`src/rtl/clint_timer_pkg.sv`:
```
// clint_timer_pkg: register offsets and bus FSM states for the CLINT
package clint_timer_pkg;
    localparam logic [15:0] CLINT_MSIP_OFF        = 16'h0000;
    localparam logic [15:0] CLINT_MTIMECMP_LO_OFF = 16'h4000;
    localparam logic [15:0] CLINT_MTIMECMP_HI_OFF = 16'h4004;
    localparam logic [15:0] CLINT_MTIME_LO_OFF    = 16'hBFF8;
    localparam logic [15:0] CLINT_MTIME_HI_OFF    = 16'hBFFC;
    typedef enum logic {IDLE, RESP} bus_state_t;
endpackage

```
`src/rtl/clint_timer_if.sv`:
```
// clint_timer_if: valid/ready data bus between the core and the CLINT
interface clint_timer_if;
    logic        sel;
    logic        valid;
    logic [15:0] addr;
    logic [31:0] wdata;
    logic [3:0]  wstrb;
    logic [31:0] rdata;
    logic        ready;
    modport master (output sel, valid, addr, wdata, wstrb, input rdata, ready);
    modport slave  (input sel, valid, addr, wdata, wstrb, output rdata, ready);
endinterface

```
`src/rtl/clint_timer_counter.sv`:
```
// clint_timer_counter: free-running 0..MODULO-1 counter with a wrap pulse
module clint_timer_counter #(
    parameter int WIDTH  = 16,
    parameter int MODULO = 1
) (
    input  logic clk,
    input  logic resetn,
    output logic wrap
);
    logic [WIDTH-1:0] cnt;

    assign wrap = cnt == WIDTH'(MODULO - 1);

    always_ff @(posedge clk)
        if (!resetn) cnt <= '0;
        else         cnt <= wrap ? '0 : cnt + 1'b1;
endmodule

```
`src/rtl/clint_timer.sv`:
```
// clint_timer: memory-mapped mtime/mtimecmp/msip driving the software and timer interrupts
module clint_timer
    import clint_timer_pkg::*;
#(
    parameter int          TICK_DIV     = 1,
    parameter logic [63:0] MTIMECMP_RST = 64'hFFFF_FFFF_FFFF_FFFF
) (
    input  logic         clk,
    input  logic         resetn,
    clint_timer_if.slave bus,
    output logic         IRQ3,
    output logic         IRQ7
);
    bus_state_t  state;
    logic [63:0] mtime, mtimecmp, mtime_inc, mtime_nxt;
    logic        msip, tick, ready_q, wr;
    logic [31:0] rdata_q, rd_word, req_wdata;
    logic [15:0] wa, req_addr;
    logic [3:0]  req_wstrb;

    function automatic logic [31:0] apply_wstrb(input logic [31:0] old, input logic [31:0] wdata,
                                                input logic [3:0] wstrb);
        logic [31:0] r;
        for (int i = 0; i < 4; i++) r[8*i +: 8] = wstrb[i] ? wdata[8*i +: 8] : old[8*i +: 8];
        return r;
    endfunction

    clint_timer_counter #(.WIDTH(16), .MODULO(TICK_DIV)) u_presc (
        .clk(clk), .resetn(resetn), .wrap(tick)
    );

    assign wa      = bus.addr & 16'hFFFC;
    assign wr      = state == RESP && req_wstrb != 4'b0;
    assign rd_word = wa == CLINT_MSIP_OFF        ? {31'b0, msip}    :
                     wa == CLINT_MTIMECMP_LO_OFF ? mtimecmp[31:0]   :
                     wa == CLINT_MTIMECMP_HI_OFF ? mtimecmp[63:32]  :
                     wa == CLINT_MTIME_LO_OFF    ? mtime[31:0]      :
                     wa == CLINT_MTIME_HI_OFF    ? mtime[63:32]     : 32'b0;

    // A written word takes the bus bytes; the other word keeps the tick/carry from the pre-write value
    assign mtime_inc = tick ? mtime + 64'd1 : mtime;
    assign mtime_nxt = {(wr && req_addr == CLINT_MTIME_HI_OFF) ? apply_wstrb(mtime[63:32], req_wdata, req_wstrb)
                                                                : mtime_inc[63:32],
                        (wr && req_addr == CLINT_MTIME_LO_OFF) ? apply_wstrb(mtime[31:0], req_wdata, req_wstrb)
                                                                : mtime_inc[31:0]};

    assign IRQ3      = msip;
    assign bus.ready = ready_q;
    assign bus.rdata = rdata_q;

    always_ff @(posedge clk) begin
        if (!resetn) begin
            state     <= IDLE;
            ready_q   <= 1'b0;
            rdata_q   <= '0;
            mtime     <= '0;
            mtimecmp  <= MTIMECMP_RST;
            msip      <= 1'b0;
            IRQ7      <= 1'b0;
            req_addr  <= '0;
            req_wdata <= '0;
            req_wstrb <= '0;
        end else begin
            mtime <= mtime_nxt;
            IRQ7  <= mtime >= mtimecmp;
            if (wr && req_addr == CLINT_MTIMECMP_LO_OFF)
                mtimecmp[31:0] <= apply_wstrb(mtimecmp[31:0], req_wdata, req_wstrb);
            if (wr && req_addr == CLINT_MTIMECMP_HI_OFF)
                mtimecmp[63:32] <= apply_wstrb(mtimecmp[63:32], req_wdata, req_wstrb);
            if (wr && req_addr == CLINT_MSIP_OFF && req_wstrb[0])
                msip <= req_wdata[0];
            if (state == IDLE && bus.sel && bus.valid) begin
                state     <= RESP;
                ready_q   <= 1'b1;
                rdata_q   <= rd_word;
                req_addr  <= wa;
                req_wdata <= bus.wdata;
                req_wstrb <= bus.wstrb;
            end else begin
                state   <= IDLE;
                ready_q <= 1'b0;
                rdata_q <= '0;
            end
        end
    end
endmodule

```
`src/flat_wrapper.sv`:
```
// flat-port wrapper written by rule: the top's interface ports become plain ports
module clint_timer_flat import clint_timer_pkg::*;
#(
    parameter int          TICK_DIV     = 1,
    parameter logic [63:0] MTIMECMP_RST = 64'hFFFF_FFFF_FFFF_FFFF
)
  (clk, resetn, IRQ3, IRQ7, bus_sel, bus_valid, bus_addr, bus_wdata, bus_wstrb, bus_rdata, bus_ready);
  clint_timer_if bus_i ();
  input  logic clk;
  input  logic resetn;
  output logic IRQ3;
  output logic IRQ7;
  input wire logic [$bits(bus_i.sel)-1:0] bus_sel;
  input wire logic [$bits(bus_i.valid)-1:0] bus_valid;
  input wire logic [$bits(bus_i.addr)-1:0] bus_addr;
  input wire logic [$bits(bus_i.wdata)-1:0] bus_wdata;
  input wire logic [$bits(bus_i.wstrb)-1:0] bus_wstrb;
  output wire logic [$bits(bus_i.rdata)-1:0] bus_rdata;
  output wire logic [$bits(bus_i.ready)-1:0] bus_ready;
  assign bus_i.sel = bus_sel;
  assign bus_i.valid = bus_valid;
  assign bus_i.addr = bus_addr;
  assign bus_i.wdata = bus_wdata;
  assign bus_i.wstrb = bus_wstrb;
  assign bus_rdata = bus_i.rdata;
  assign bus_ready = bus_i.ready;
  clint_timer #(.TICK_DIV(TICK_DIV), .MTIMECMP_RST(MTIMECMP_RST)) u_core (.clk(clk), .resetn(resetn), .bus(bus_i), .IRQ3(IRQ3), .IRQ7(IRQ7));
endmodule
```
`config.mk`:
```
export PLATFORM = sky130hd
export DESIGN_NAME = clint_timer_flat
export DESIGN_NICKNAME = d
export VERILOG_FILES = /design/src/rtl/clint_timer_pkg.sv /design/src/rtl/clint_timer_if.sv /design/src/rtl/clint_timer_counter.sv /design/src/rtl/clint_timer.sv /design/src/flat_wrapper.sv
export SDC_FILE = /design/constraint.sdc
export NUM_CORES = 1
export LEC_CHECK = 0
export CAP_MARGIN = 15
export CORE_MARGIN = 2
export CORE_UTILIZATION = 50
export CTS_CLUSTER_DIAMETER = 40
export CTS_CLUSTER_SIZE = 24
export DETAILED_ROUTE_END_ITERATION = 8
export GPL_TIMING_DRIVEN = 0
export PLACE_DENSITY_LB_ADDON = 0.3
export SLEW_MARGIN = 5
export SYNTH_ARGS = -nofsm -noshare
export SYNTH_HDL_FRONTEND = slang
export SYNTH_SLANG_ARGS = --single-unit
```
`constraint.sdc`:
```
create_clock -name clk -period 6.28 [get_ports clk]
set_input_delay 1.256 -clock clk [delete_from_list [all_inputs] [get_ports clk]]
set_output_delay 1.256 -clock clk [all_outputs]
set_load 0.005 [all_outputs]
```
==> flow_metrics.tcl <==
set metrics [dict create \
    path_class "in -> reg" \
    synth.top_cell.area_share 0.3576 \
    synthArstFlopShare 0 \
    final_common_cell "nand2_1" \
    die_w_microns 164.1 \
    synth_edf_count 0 \
    grt.total_usage 0.3630 \
    worstSetupStartpointType "primary input" \
    ioPinCount 91 \
    vias_per_cell 6.447 \
    total_power_mw 3.880 \
    rows 58 \
    drive_above_1_share 0.06391 \
    switching_share 0.2431 \
    cts_sinks 229 \
    drt-total-wl_microns 49470 \
    skew_ps 20.24 \
    cts_tree "yes" \
    drc_errors 0 \
    drtAntennaViolNets 0 \
    numPortBuffers 87 \
    synthDistinctLibCells 71 \
    cts_resized 0 \
    max-slew-margin-rel 0.1640 \
    area_delta_synth_final_pct 20.55 \
    ys_ff_latch 229 \
    syn-num-nets 1734 \
    finalSetupTns_ps 0 \
    clk_root_buffer_cell "clkbuf_16" \
    clock_latency_ps 530 \
    start_util 0.5091 \
    p_seq_frac 0.387 \
    numCtsBuffers 38 \
    dominantRegCellSynth "dfxtp_1" \
    stdcell_area_sq_um 15450 \
    core_area_sq_um 25180 \
    clk_pin_slew_ps 50 \
    nFillCells 2237 \
    fmax_mhz 267.3 \
    cts.hold.buffers_added 0 \
    hold_class "reg -> reg" \
    dpl.hpwl_microns 35500 \
    crit_path_max_fanout 10 \
    p_sw_mw 0.9435 \
    h-tree-depth 2 \
    synthCells 1611 \
    ys_warn_count 0 \
    p_int_mw 2.937 \
    min_period_ps 3740 \
    grt_pass1_vias 12560 \
    netlist_area_sq_um 12820 \
    grt_max_degree 13 \
    setup_viol 0 \
    vias 13530 \
    grt_first_pass_wirelength_microns 73950 \
    clock_path_buffers 3 \
    grt.overflow.total 0 \
    combPwrFrac 0.046 \
    status "finished clean" \
    p_per_area_nw_per_um2 251.1 \
    die_area_sq_um 26940 \
    ys_seq_area_frac 0.3576 \
    clock_power_share 0.567 \
    rsz0062_at_grt "false" \
    final_cell_mix "nand2_1 (248), dfxtp_1 (229), a21oi_1 (133)" \
    cp-end-kind "flip-flop" \
    max-cap-violations 0 \
    die_h_microns 164.1 \
    drtIter0Drc 1837 \
    placedInstanceArea_sq_um 14110 \
    critPathRequiredTime_ps 6690 \
    antenna_cells 0 \
    ir_worst_vdd_uv 248.4 \
    report.final.slew_viol_count 0 \
    avgRoutedWirePerCell_microns 23.58 \
    finalCritPeriodShare 0.5956 \
    dr.pass1.iters 5 \
    antenna_found_initial 0 \
    synth_top_area_cell "dfxtp_1" \
    yosys-top-cells-area "dfxtp_1 (36%), mux2i_1 (7.6%), nand2_1 (7.3%)" \
    hold_violations 0 \
    gp_congestion 1.064 \
    layoutNonFillerInstCount 2098 \
    place_inst 2028 \
    worstPathArrival_ps 4150 \
    worst_pin_slew_ps 1244 \
    syn_area_per_cell_sq_um 7.958 \
    layout.nets 1863 \
    post_cts_buffers 0 \
    p_leak_nw 6.818 \
]
==> cells by family after synthesis <==
family,share of synthesized area
mux,0.07837
xor+xnor,0.01025
buf+inv,0.05534
flops,0.3576
compound gates,0.1722
fa+ha+maj,0.06539
simple gates,0.2609
==> area by class of cell <==
class,instances,area [sq um],share of cell area
buffer,91,386.6,0.02502
inverter,86,322.8,0.02089
tap,330,412.9,0.02672
timing repair buffer,89,883.3,0.05716
sequential,229,4584,0.2966
clock buffer,44,1025,0.06630
multi-input combinational,1205,7531,0.4873
clock inverter,24,309.0,0.02000
==> state kept, by name (all words and copies together), names as in the netlist <==
register            count
u_core.IRQ7             1
u_core.req_wdata       32
u_core.state            1
u_core.req_wstrb        4
u_core.req_addr        14
u_core.u_presc.cnt     16
u_core.mtimecmp        64
u_core.IRQ3             1
u_core.bus.rdata       32
u_core.mtime           64
==> routing by layer <==
| metal | track usage | share of wire | vias to the layer above |
|---|---|---|---|
| met5 | 0 | 0 | - |
| met4 | 0.1938 | 0.059 | 0 |
| met3 | 0.09217 | 0.12 | 195 |
| met2 | 0.5413 | 0.42 | 897 |
| met1 | 0.4808 | 0.40 | 6326 |
| li1 | - | - | 6107 |
==> power by group through the flow <==
stage | logic, mW | registers [mW] | clock network [mW]
after global placement | 0.168 | 1.53 | 0
after detailed placement | 0.172 | 1.53 | 0
after global routing | 0.187 | 1.50 | 2.27
final | 0.179 | 1.50 | 2.20
after CTS | 0.173 | 1.50 | 2.20
after floorplan | 0.0865 | 1.52 | 0
==> cells in the mapped netlist, types with 34 or more instances <==
cell,count
nor2_1,59
inv_1,84
ha_1,67
a21oi_1,133
o21ai_0,73
nand4_1,50
dfxtp_1,229
and2_1,44
mux2i_1,97
o22ai_1,34
nand2_1,248
clkbuf_1,65
nand3_1,110
==> final timing paths <==
kind / to / cells past startpoint / start / slack (ps)
max reg2reg: u_core.mtime[44] / 7 / u_core.mtime[0] / 2930
min reg2reg: u_core.req_addr[7] / 2 / u_core.req_addr[7] / 470
min: u_core.req_addr[7] / 2 / u_core.req_addr[7] / 470
max: u_core.bus.rdata[23] / 6 / bus_addr[2] / 2540
==> worst max-delay path, stage by stage <==
cell	delay, ps
clkdlybuf4s50_1	580
clkbuf_1	760
buf_1	900
mux2i_1	330
o22ai_1	120
and2_1	190
==> metrics by stage <==
| stage | util | worst slack [ps] | hold slack, ps |
|---|---|---|---|
| 3_3_place_gp | 0.5601 | 2132 | 461.4 |
| 6_report | 0.6137 | 2540 | 472.4 |
| 4_1_cts | 0.6132 | 2661 | 472.7 |
| 2_1_floorplan | - | 3618 | 441.8 |
| 3_5_place_dp | 0.5603 | 2147 | 465.3 |
| 5_1_grt | 0.6137 | 2554 | 498.7 |
(Power assumes the default switching activity.)
